## src/rtl/pixel_stream_framer.sv

```systemverilog
`timescale 1ns/1ps
// pixel_stream_framer
//   Front-end between a VSYNC/HSYNC raster source and stream_neural_net.
//   Checks frame geometry against IMG_W x IMG_H, averages CHANNELS colour
//   channels into one intensity and emits it in Q(DATA_W-FRAC_BITS).FRAC_BITS
//   together with the pixel's linear index.
//
// Ports
//   clk        rising-edge clock
//   rst_n      asynchronous active-low reset, synchronous release
//   vsync      high for the whole active frame
//   hsync      high while the cycle carries a valid pixel of the current line
//   pix_in     CHANNELS x IN_W unsigned channels, channel c at [c*IN_W +: IN_W]
//   pix_out    normalised intensity, held while pix_valid is low
//   pix_valid  pix_out / pix_idx valid this cycle
//   pix_idx    linear index y*IMG_W + x
//   frame_done one-cycle pulse at frame end
//   frame_ok   last completed frame had exact geometry
//   frame_err  geometry violation seen in the current/last frame
module pixel_stream_framer #(
    parameter int IMG_W     = 28,
    parameter int IMG_H     = 28,
    parameter int CHANNELS  = 1,
    parameter int IN_W      = 8,
    parameter int DATA_W    = 16,
    parameter int FRAC_BITS = 11,
    parameter int IDX_W     = $clog2(IMG_W*IMG_H)
) (
    input  logic                     clk,
    input  logic                     rst_n,
    input  logic                     vsync,
    input  logic                     hsync,
    input  logic [CHANNELS*IN_W-1:0] pix_in,
    output logic [DATA_W-1:0]        pix_out,
    output logic                     pix_valid,
    output logic [IDX_W-1:0]         pix_idx,
    output logic                     frame_done,
    output logic                     frame_ok,
    output logic                     frame_err
);

    localparam int LOG2C = $clog2(CHANNELS);
    localparam int SUM_W = IN_W + LOG2C;
    localparam int X_W   = $clog2(IMG_W + 1);
    localparam int Y_W   = $clog2(IMG_H + 1);

    typedef enum logic [2:0] {
        S_ARM,
        S_IDLE,
        S_ACTIVE,
        S_LINE,
        S_END
    } state_t;

    state_t              state_q, state_d;
    logic                vsync_q;
    logic [X_W-1:0]      x_q, x_d;
    logic [Y_W-1:0]      y_q, y_d;
    logic [IDX_W-1:0]    base_q, base_d;   // y*IMG_W, advanced per line
    logic [DATA_W-1:0]   pix_out_q, pix_out_d;
    logic                pix_valid_q, pix_valid_d;
    logic [IDX_W-1:0]    pix_idx_q, pix_idx_d;
    logic                frame_done_q, frame_done_d;
    logic                frame_ok_q, frame_ok_d;
    logic                frame_err_q, frame_err_d;

    logic                take;
    logic                line_chk;
    logic [SUM_W-1:0]    sum;
    logic [IN_W-1:0]     mean;
    logic [DATA_W-1:0]   norm;

    // Channel mean; power-of-two channel count makes the divide a shift.
    always_comb begin
        sum = '0;
        for (int unsigned c = 0; c < CHANNELS; c++) begin
            sum = sum + SUM_W'(pix_in[c*IN_W +: IN_W]);
        end
        mean = IN_W'(sum >> LOG2C);
        norm = DATA_W'(mean) << (FRAC_BITS - IN_W);
    end

    always_comb begin
        state_d      = state_q;
        x_d          = x_q;
        y_d          = y_q;
        base_d       = base_q;
        pix_out_d    = pix_out_q;
        pix_valid_d  = 1'b0;
        pix_idx_d    = pix_idx_q;
        frame_done_d = 1'b0;
        frame_ok_d   = frame_ok_q;
        frame_err_d  = frame_err_q;
        take         = 1'b0;
        line_chk     = 1'b0;

        case (state_q)
            S_ARM: begin
                if (!vsync) state_d = S_IDLE;
            end
            S_IDLE: begin
                if (vsync && !vsync_q) begin
                    x_d         = '0;
                    y_d         = '0;
                    base_d      = '0;
                    frame_err_d = 1'b0;
                    frame_ok_d  = 1'b0;
                    if (hsync) begin
                        state_d = S_LINE;
                        take    = 1'b1;
                    end else begin
                        state_d = S_ACTIVE;
                    end
                end
            end
            S_ACTIVE: begin
                if (!vsync) begin
                    state_d = S_END;
                end else if (hsync) begin
                    state_d = S_LINE;
                    take    = 1'b1;
                end
            end
            S_LINE: begin
                if (!vsync) begin
                    line_chk = 1'b1;
                    state_d  = S_END;
                end else if (hsync) begin
                    take = 1'b1;
                end else begin
                    line_chk = 1'b1;
                    state_d  = S_ACTIVE;
                end
            end
            S_END: begin
                frame_done_d = 1'b1;
                frame_ok_d   = (y_q == Y_W'(IMG_H)) && !frame_err_q;
                state_d      = S_IDLE;
            end
            default: state_d = S_ARM;
        endcase

        // Acceptance works on x_d/y_d so a pixel arriving with the vsync rise
        // sees the counters already cleared.
        if (take) begin
            if ((x_d < X_W'(IMG_W)) && (y_d < Y_W'(IMG_H))) begin
                pix_valid_d = 1'b1;
                pix_idx_d   = base_d + IDX_W'(x_d);
                pix_out_d   = norm;
                x_d         = x_d + 1'b1;
            end else begin
                frame_err_d = 1'b1;
            end
        end

        if (line_chk) begin
            if (x_d != X_W'(IMG_W)) frame_err_d = 1'b1;
            if (y_d < Y_W'(IMG_H)) begin
                // Base stops at the last line so it never wraps the index width.
                if (y_d < Y_W'(IMG_H - 1)) base_d = base_d + IDX_W'(IMG_W);
                y_d = y_d + 1'b1;
            end
            x_d = '0;
        end
    end

    always_ff @(posedge clk or negedge rst_n) begin
        if (!rst_n) begin
            state_q      <= S_ARM;
            vsync_q      <= 1'b0;
            x_q          <= '0;
            y_q          <= '0;
            base_q       <= '0;
            pix_out_q    <= '0;
            pix_valid_q  <= 1'b0;
            pix_idx_q    <= '0;
            frame_done_q <= 1'b0;
            frame_ok_q   <= 1'b0;
            frame_err_q  <= 1'b0;
        end else begin
            state_q      <= state_d;
            vsync_q      <= vsync;
            x_q          <= x_d;
            y_q          <= y_d;
            base_q       <= base_d;
            pix_out_q    <= pix_out_d;
            pix_valid_q  <= pix_valid_d;
            pix_idx_q    <= pix_idx_d;
            frame_done_q <= frame_done_d;
            frame_ok_q   <= frame_ok_d;
            frame_err_q  <= frame_err_d;
        end
    end

    assign pix_out    = pix_out_q;
    assign pix_valid  = pix_valid_q;
    assign pix_idx    = pix_idx_q;
    assign frame_done = frame_done_q;
    assign frame_ok   = frame_ok_q;
    assign frame_err  = frame_err_q;

endmodule

```

## config.mk

```make
export PLATFORM = sky130hd
export DESIGN_NAME = pixel_stream_framer
export DESIGN_NICKNAME = d
export VERILOG_FILES = /design/src/rtl/pixel_stream_framer.sv
export SDC_FILE = /design/constraint.sdc
export NUM_CORES = 1
export LEC_CHECK = 0
export ABC_AREA = 1
export CAP_MARGIN = 20
export CELL_PAD_IN_SITES_DETAIL_PLACEMENT = 1
export CELL_PAD_IN_SITES_GLOBAL_PLACEMENT = 1
export CORE_MARGIN = 2
export CORE_UTILIZATION = 44
export CTS_BUF_LIST = sky130_fd_sc_hd__clkbuf_8
export CTS_CLUSTER_DIAMETER = 30
export CTS_CLUSTER_SIZE = 8
export DETAILED_ROUTE_END_ITERATION = 8
export GPL_TIMING_DRIVEN = 0
export PLACE_DENSITY_LB_ADDON = 0.1
export SLEW_MARGIN = 25
export SYNTH_ARGS = -nofsm -noshare
export SYNTH_HDL_FRONTEND = slang
export SYNTH_SLANG_ARGS = --single-unit
export TNS_END_PERCENT = 1
```

## constraint.sdc

```tcl
create_clock -name clk -period 3.9 [get_ports clk]
set_clock_uncertainty 0.1 [all_clocks]
set_input_delay 0.78 -clock clk [delete_from_list [all_inputs] [get_ports clk]]
set_output_delay 0.78 -clock clk [all_outputs]
set_load 0.01 [all_outputs]
```

==> impl_metrics.yaml <==
run_status:
  outcome: "finished, final reports clean"
route:
  final_antenna_net_count: 0
  wire_per_inst_microns: 13.76
  drc: 0
  drt_wl_total_microns: 6219
  dr.pass1.iters: 4
  vias_per_cell: 4.925
  vias: 2226
  drt-initial-drc-count: 72
critical_path:
  crit_required_ns: 3.98
  max_stage_delay_ns: 0.55
  critPathSlowestCell: "clkdlybuf4s50_1"
  cp.buffers_inverters: 2
  path_cells: "clkdlybuf4s50_1, nand2_1, nor2_4, buf_2, nor2_1, ha_1, a21oi_1, or2_0, nand3_1, o21ai_0, nand2_1"
  worst_setup_path_end_kind: "flop"
  critPathLaunchType: "input port"
  timing_worst_setup_path_type: "in2reg"
  crit_path_frequent_cell: "nand2_1"
  path_delay_family: "buffers and inverters"
  arrival_ns: 3.31
  path_max_fanout: 10
power:
  leakagePower_uw: 0.001643
  peakVddDrop_uv: 298.5
  comb_power_share_pct: 46.8
  clkPwrFrac_pct: 15.1
  power_switching_uw: 785.2
  switching_share_pct: 40.09
  p_total_uw: 1959
  seqPwrFrac_pct: 38.1
  powerDensity_nw_per_um2: 626.9
  internal_power_uw: 1173
clock_network:
  clock_latency_ns: 0.30
  hold_buffers: 0
  cts_tree: "yes"
  cts_sinks: 46
  clk_pin_slew_ns: 0.08
  post_cts_resized: 0
  htreeDepth: 2
  cts_root_buffer: "clkbuf_8"
  clockBufferDepth: 2
  numCtsBuffers: 5
  cts_setup_buffers: 0
logic_synthesis:
  synthCells: 332
  synth_cell_types: 37
  yosysWarnings: 0
  ys_async_sr_fraction_pct: 100.0
  syn_area_sq_um: 2589
  synth_area_leaders: "dfrtp_1 (44%), nand2_1 (14%), inv_1 (6.7%), nor2_1 (4.5%), nand3_1 (4.4%)"
  synth-seq-cells: 46
  synth.top_cell.area_share_pct: 44.47
  synth_flop_cell: "dfrtp_1"
  yosysTopAreaCell: "dfrtp_1"
  yosysMostFrequentCell: "nand2_1"
  synth_edf_count: 0
  yosys-top-cells-count: "nand2_1 (96), dfrtp_1 (46), inv_1 (46)"
  ys_seq_area_share_pct: 44.47
  synth_area_per_cell_sq_um: 7.797
grt:
  grt_pass1_wl_microns: 10690
  grt_max_degree: 47
  grtUsageTotal_pct: 21.32
  grt_pass1_vias: 2301
  antenna_found_initial: 0
  grt_overflow: 0
die:
  ios: 42
  initial_core_util_pct: 46.16
  fp-row-count: 27
  dieArea_sq_um: 6513
  die_x_microns: 80.71
  design.core.area_sq_um: 5608
  die_h_microns: 80.71
timing:
  min_period_over_period_pct: 82.83
  maxSlewHeadroom_pct: 60.60
  clock.fmax_mhz: 309.6
  hold_viol: 0
  tightest_slew_ns: 0.5910
  final_max_slew_viol_count: 0
  setup_violations: 0
  fin_crit_ns: 3.230
  rsz0062_at_grt: "false"
  finalSetupTns_ns: 0
layout:
  syn_to_final_growth_pct: 20.69
  final_nets: 398
  insertedDiodeCount: 0
  layout-drive-gt1-share_pct: 11.05
  stdcell_count: 452
place:
  hpwl_microns: 4766
  place_congestion: 0.7869
  dpl.cell_count: 444
  port_buffers: 33
min_path:
  hp-class: "in2async"
run:
  drv_cap: 0
state kept, by name, indices dropped and copies added, names as in the netlist:
register    flops
pix_out         8
frame_ok        1
y_q             5
vsync_q         1
frame_err       1
base_q         10
frame_done      1
x_q             5
pix_valid       1
state_q         3
pix_idx        10
cell usage in the layout, fill, tap and decap left out, drive strengths merged, types with 2 or more instances in the layout:
| cell | synthesis | final |
|---|---|---|
| and2 | 2 | 2 |
| xor2 | 7 | 7 |
| nand3 | 26 | 26 |
| buf | 13 | 14 |
| ha | 7 | 7 |
| dfrtp | 46 | 46 |
| nor3 | 9 | 9 |
| nand2 | 98 | 98 |
| a21oi | 9 | 9 |
| o21ai | 9 | 9 |
| nand4 | 4 | 4 |
| inv | 50 | 51 |
| nor2 | 37 | 37 |
| conb | 1 | 8 |
| clkbuf | 1 | 7 |
| clkdlybuf4s50 | 0 | 32 |
| xnor2 | 4 | 4 |
power groups by stage:
stage | Sequential (uW) | Clock [uW] | Combinational (uW)
2_1_floorplan | 777 | 0 | 541
3_3_place_gp | 749 | 0 | 892
3_5_place_dp | 756 | 0 | 923
4_1_cts | 749 | 309 | 932
5_1_grt | 768 | 329 | 1040
6_report | 747 | 296 | 916
per-layer routing:
layer	share of wire (%)	GRT usage (%)
met5	0	0
met2	50	37.50
met3	2.7	4.494
met4	0.87	4.576
met1	46	27.01
cell families after synthesis:
family                     Yosys count  share of synthesized area (%)
AOI/OAI and AO/OA                   25                          6.284
xor gates and xnor gates            11                          3.722
adders and majority gates            7                          3.383
buffers and inverters               64                          11.02
DFF                                 46                          44.47
other                                1                         0.1449
and+or+nand+nor                    178                          30.98
path summary, 6_finish.rpt:
check | cells after the start | slack [ns] | end | from
min in group clk | 2 | 0.39 | pix_out[8] | pix_out[8]
setup / recovery | 11 | 0.67 | pix_idx[6] | vsync
setup reg to reg | 11 | 1.13 | pix_idx[6] | state_q[1]
hold reg to reg | 2 | 0.39 | pix_out[8] | pix_out[8]
hold / removal | 1 | 0.39 | state_q[0] | rst_n
max in group asynchronous | 1 | 2.92 | base_q[1] | rst_n
layout make-up:
class / count / area, sq um
Clock inverter: 2 / 8.758
Buffer: 14 / 97.59
Clock buffer: 6 / 82.58
Fill cell: 721 / 2484
Sequential cell: 46 / 1151
Multi-Input combinational cell: 229 / 1179
Tap cell: 72 / 90.09
Timing Repair Buffer: 33 / 327.8
Inverter: 50 / 187.7
stage by stage:
step / setup slack, ns / hold slack (ns) / cell area [sq um] / utilization (%)
floorplan: 1.420 / 0.3515 / 2615 / -
global placement: 0.4125 / 0.3633 / 3035 / 54.13
detailed placement: 0.3460 / 0.3717 / 3033 / 54.08
CTS: 0.6698 / 0.3944 / 3124 / 55.71
global route: 0.4326 / 0.4094 / 3124 / 55.71
finish: 0.6698 / 0.3856 / 3124 / 55.71
Power figures use the tool's default switching activity.
==> patch 1 (config.mk and constraints unchanged) <==
The parameter `IMG_W` goes from 28 to 56.
--- a/src/rtl/pixel_stream_framer.sv
+++ b/src/rtl/pixel_stream_framer.sv
@@ -18,7 +18,7 @@
 //   frame_ok   last completed frame had exact geometry
 //   frame_err  geometry violation seen in the current/last frame
 module pixel_stream_framer #(
-    parameter int IMG_W     = 28,
+    parameter int IMG_W     = 56,
     parameter int IMG_H     = 28,
     parameter int CHANNELS  = 1,
     parameter int IN_W      = 8,
Ports: changed (resized pix_idx); port bits go from 42 to 43. The function was not compared with the original's and may differ.
==> patch 1 against the unedited design <==
Area after synthesis rose by 5.5%. Final area increased by 5.0%. Sequential cell count up 3. Worst setup slack worse by 0.17 ns. Non-clock buffer count grew 1. Critical path depth up 5. Power is 3.9% higher. Wire length is 0.42% lower. Combinational power up 2.7%. Worst hold slack got worse by 0.0035 ns. Utilization decreased by 0.65 points. Largest power group unchanged. Highest routed layer unchanged.
==> patch 1: results (changes against the unedited design) <==
Outcome:
- Outcome: complete, no violations (unchanged).

Final layout:
- The number of fillers in the final layout is 756 (was 721).
- The final non-filler cell total came to 461 (was 452).
- The final net count came to 407 (was 398).
- The fraction of final layout cells sized beyond drive strength 1 is 13.2% (was 11.1%).

GRT:
- The maximum number of pins on one net before global-route repair is 50 (was 47).
- The number of global-route vias before repair was 2320 (was 2301).
- The wire length of the first global-routing pass was 10.6 mm (was 10.7 mm).
- The met1 usage in global routing is 25.5% (was 27.0%).
- The fraction of met2 tracks used by global routing is 36.0% (was 37.5%).
- The met3 track utilization from global routing was 3.14% (was 4.49%).

Setup path:
- The arrival time of data at the critical path endpoint is 3.55 ns (was 3.31 ns).
- The timing endpoint of the critical path is pix_idx[9] (was pix_idx[6]).
- The startpoint of the worst-slack reg-to-reg timing path is state_q[2] (was state_q[1]).
- The cell count of the worst reg-to-reg path came to 15 (was 11).
- The cell class contributing the biggest share of worst-path delay is simple AND/OR/NAND/NOR gates (was buffers and inverters).
- The worst-case register-to-register setup slack is 0.95 ns (was 1.13 ns).
- The critical-path maximum fanout is 10 (unchanged).
- The destination of the worst register-to-register timing path is pix_idx[8] (was pix_idx[6]).

Placed design:
- The count of placed standard cells including taps is 453 (was 444).
- The placed wire-length estimate after detailed placement is 4.75 mm (was 4.77 mm).
- The last weighted congestion value of the routability-driven placer is 0.801 (was 0.787).
- The count of input and output buffers is 34 (was 33).

Clocking:
- The clock transition at the registers of the reported paths was 0.10 ns (was 0.08 ns).

STA:
- The worst-case headroom to the max-slew limit is 58.3% (was 60.6%).

Route:
- The initial DRC count is 111 (was 72).
- The number of detailed-routing iterations run before antenna repair is 6 (was 4).
- The average vias per placed instance was 4.90 (was 4.92).
- The final wirelength is 6.19 mm (was 6.22 mm).

Synth:
- Area contributors post-synth: dfrtp_1 45%, nand2_1 14%, inv_1 5.6% (was dfrtp_1 44%, nand2_1 14%, inv_1 6.7%).
- The post-synthesis average cell area came to 8.10 um^2 (was 7.80 um^2).
- The distinct cell type count after synthesis came to 38 (was 37).

Power and ir drop:
- The maximum vdd drop is 0.294 mV (was 0.299 mV).
-- patch 1: how the worst min path moves through the flow --
stage                 endpoint  slack, ns  cells past startpoint
floorplan               y_q[4]       0.36                      1
global placement    pix_out[9]       0.36                      2
detailed placement  pix_out[7]       0.37                      2
CTS                 pix_out[7]       0.39                      2
global route        pix_out[6]       0.41                      2
finish               base_q[1]       0.38                      1
-- patch 1: logic make-up after synthesis --
logic type,count (synthesis),share of synthesized area (%)
other cells,1,0.137
compound gates,36,7.70
fa+ha+maj,10,4.86
simple gates,169,28.5
xor+xnor,11,3.53
buf+inv,60,9.94
flops,49,44.9
mux,1,0.412
-- patch 1: per-stage QoR --
step	cell area, um^2	total power [W]
after CTS	3280	0.00207
after floorplan	2760	0.00137
after detailed placement	3190	0.00174
final	3280	0.00203
after global placement	3190	0.00171
after global routing	3280	0.00222
-- patch 1: area by class of cell --
class / count / share of cell area [%]
well taps: 75 / 2.86
inverters: 46 / 5.27
flip-flops and latches: 49 / 37.4
clock inverters: 3 / 0.649
clock buffers: 5 / 2.10
repair buffers: 34 / 10.3
plain buffers: 14 / 3.01
multi-input cells: 235 / 38.4
-- patch 1: per-layer routing --
metal	routed length [um]	part of all wire [%]
met5	0	0
met3	126	2.0
met1	2770	45
met2	3230	52
met4	70	1.1
-- patch 1: power by group through the flow --
stage               logic (W)  registers [W]  clock network (W)
floorplan            0.000545       0.000828                  0
global placement     0.000924       0.000785                  0
global route          0.00107       0.000805           0.000352
detailed placement   0.000951       0.000794                  0
CTS                  0.000959       0.000784           0.000324
finish               0.000941       0.000781           0.000313
==> patch 2 (same settings) <==
Without the edit above. Reset style: synchronous (`rst_n`), changed in one clocked block. Comments in the files are not updated.
--- a/src/rtl/pixel_stream_framer.sv
+++ b/src/rtl/pixel_stream_framer.sv
@@ -164,7 +164,7 @@
         end
     end
 
-    always_ff @(posedge clk or negedge rst_n) begin
+    always_ff @(posedge clk) begin
         if (!rst_n) begin
             state_q      <= S_ARM;
             vsync_q      <= 1'b0;
Check against the original RTL: differs if rst_n is asserted again (counterexample within 4 cycles, from zero or initial values and one cycle with rst_n low); with rst_n held inactive, the same outputs for 10 cycles.
==> patch 2 against the unedited design <==
Area after synthesis is 2.5% lower. Non-clock buffer count is 3 higher. Wire length is 7.0% higher. Worst setup slack better by 0.52 ns. Via count is 7.1% higher. Global-route usage is 0.66 points higher. Sequential share of layout area is 6.8 points lower. Sequential cell count stayed put. Final area is 1.8% lower. Critical path depth is 4 higher.
Power is not compared: it rests on default switching activity, and its combinational part moved more than twofold at a synthesized area within 25%.
==> patch 2: results (changes against the unedited design) <==
Clocking:
- The largest buffer count on any clock path was 2 (unchanged).
- The post-cts gate resize count is 0 (unchanged).
- The TritonCTS buffer count is 5 (unchanged).
- The clock tree root buffer cell was clkbuf_8 (unchanged).
- The H-tree depth reported by CTS is 2 (unchanged).
- The number of setup buffers added after CTS is 0 (unchanged).
- Clock-pin slew was measured on the worst setup and hold paths at 0.09 ns.
- The clock latency at the later pin of the worst-skew pair came to 0.30 ns (about the same).

Outcome:
- Outcome: complete, no violations (unchanged).

Setup path:
- The critical path's largest stage delay is 0.35 ns (was 0.55 ns).
- The critical-path maximum fanout is 10 (unchanged).
- The cell with the largest stage delay on the worst path is ha_1 (was clkdlybuf4s50_1).

Synth:
- The distinct cell type count after synthesis came to 39 (was 37).
- The dominant register cell in the synthesized netlist is dfxtp_1 (was dfrtp_1).
- The share of synthesized flip-flops with an asynchronous set or reset is 0% (was 100%).
- Area contributors post-synth: dfxtp_1 36%, nand2_1 10%, a21oi_1 6.5% (was dfrtp_1 44%, nand2_1 14%, inv_1 6.7%).
- The post-synthesis sequential area ratio is 36.5% (was 44.5%).
- The total of warnings raised by yosys is 0 (unchanged).
- Commonest cells in the netlist: 70 x nand2_1, 46 x dfxtp_1, 44 x inv_1 (was 96 x nand2_1, 46 x dfrtp_1, 46 x inv_1).

GRT:
- The fraction of met2 tracks used by global routing came to 37.5% (about the same).
- The total routing resource utilization after global routing was 22.0% (was 21.3%).
- The met3 track utilization from global routing came to 5.32% (was 4.49%).
- The wire length of the first global-routing pass came to 11.0 mm (was 10.7 mm).
- The met1 usage in global routing came to 26.5% (was 27.0%).
- The maximum number of pins on one net before global-route repair is 15 (was 47).
- The number of antenna violations at the first check in global routing is 0 (unchanged).
- The number of global-route vias before repair is 2372 (was 2301).

Route:
- The average wire per standard cell is 14.2 um (was 13.8 um).
- The uppermost signal routing layer after detailed routing was met4 (unchanged).
- The number of detailed-routing iterations run before antenna repair came to 6 (was 4).
- The detailed route wirelength on metal3 was 285 um (was 166 um).
- The met1 wire length was 3.05 mm (was 2.86 mm).
- The initial DRC count came to 58 (was 72).
- The met2 layer wire length in the routed design is 3.17 mm (was 3.13 mm).
- The average vias per placed instance is 5.07 (was 4.92).

Power and ir drop:
- The worst-case IR drop observed on VDD is 0.252 mV.
- The static power due to leakage is 1.29 nW.

Final layout:
- The final net count is 416 (was 398).
- The antenna diode instance count was 0 (unchanged).
- The fraction of final layout cells sized beyond drive strength 1 came to 14.6% (was 11.1%).
- The number of fillers in the final layout was 729 (was 721).

Placed design:
- The count of input and output buffers came to 32 (was 33).
- The area of placed instances is 0.00296 mm^2 (was 0.00303 mm^2).
- The placed wire-length estimate after detailed placement came to 5.12 mm (was 4.77 mm).
- The last weighted congestion value of the routability-driven placer is 0.841 (was 0.787).

STA:
- The worst-case headroom to the max-slew limit is 65.0% (was 60.6%).

Min path:
- The worst min-delay path class is register to register (was input port to asynchronous set/reset pin).
patch 2: cell type report:
type	instances	area, um^2	area share (%)
inverters	51	194	6.32
plain buffers	18	130	4.24
well taps	72	90.1	2.94
flip-flops and latches	46	921	30.0
repair buffers	32	320	10.4
clock inverters	3	40.0	1.30
multi-input cells	243	1310	42.5
clock buffers	5	68.8	2.24
patch 2: stage by stage:
step / instances / setup WS (ns) / power (W)
2_1_floorplan: 358 / 1.20 / 0.000777
3_3_place_gp: 462 / 0.929 / 0.000889
3_5_place_dp: 462 / 0.863 / 0.000900
4_1_cts: 470 / 1.19 / 0.00125
5_1_grt: 470 / 1.03 / 0.00132
6_report: 470 / 1.19 / 0.00124
patch 2: final timing paths:
path | startpoint | to | slack (ns) | cells past startpoint
worst max-delay path | vsync | pix_idx[7] | 1.19 | 15
worst min register to register | base_q[0] | base_q[0] | 0.36 | 2
worst min-delay path | base_q[0] | base_q[0] | 0.36 | 2
worst max register to register | state_q[2] | pix_idx[7] | 1.34 | 13
patch 2: cell families after synthesis:
kind of cell             after synthesis  share of synthesized area (%)
AO/OA/AOI/OAI                         68                           16.0
XOR/XNOR                               3                           1.04
adder cells (fa/ha/maj)                7                           3.47
buffers and inverters                 69                           12.8
flip-flops                            46                           36.5
other                                  1                          0.149
AND/OR/NAND/NOR                      157                           30.0
patch 2: worst max-delay path, delay by kind of cell:
family	cells	cell delay (ns)
buffers and inverters	5	0.60
AND/OR/NAND/NOR	8	0.93
adder cells (fa/ha/maj)	1	0.35
AO/OA/AOI/OAI	1	0.15
patch 2: where the power goes:
group	total, W	switching, W	internal [W]
combinational	0.000351	0.000212	0.000139
sequential	0.000540	0.0000300	0.000510
clock	0.000353	0.000164	0.000189
total	0.00124	0.000406	0.000837
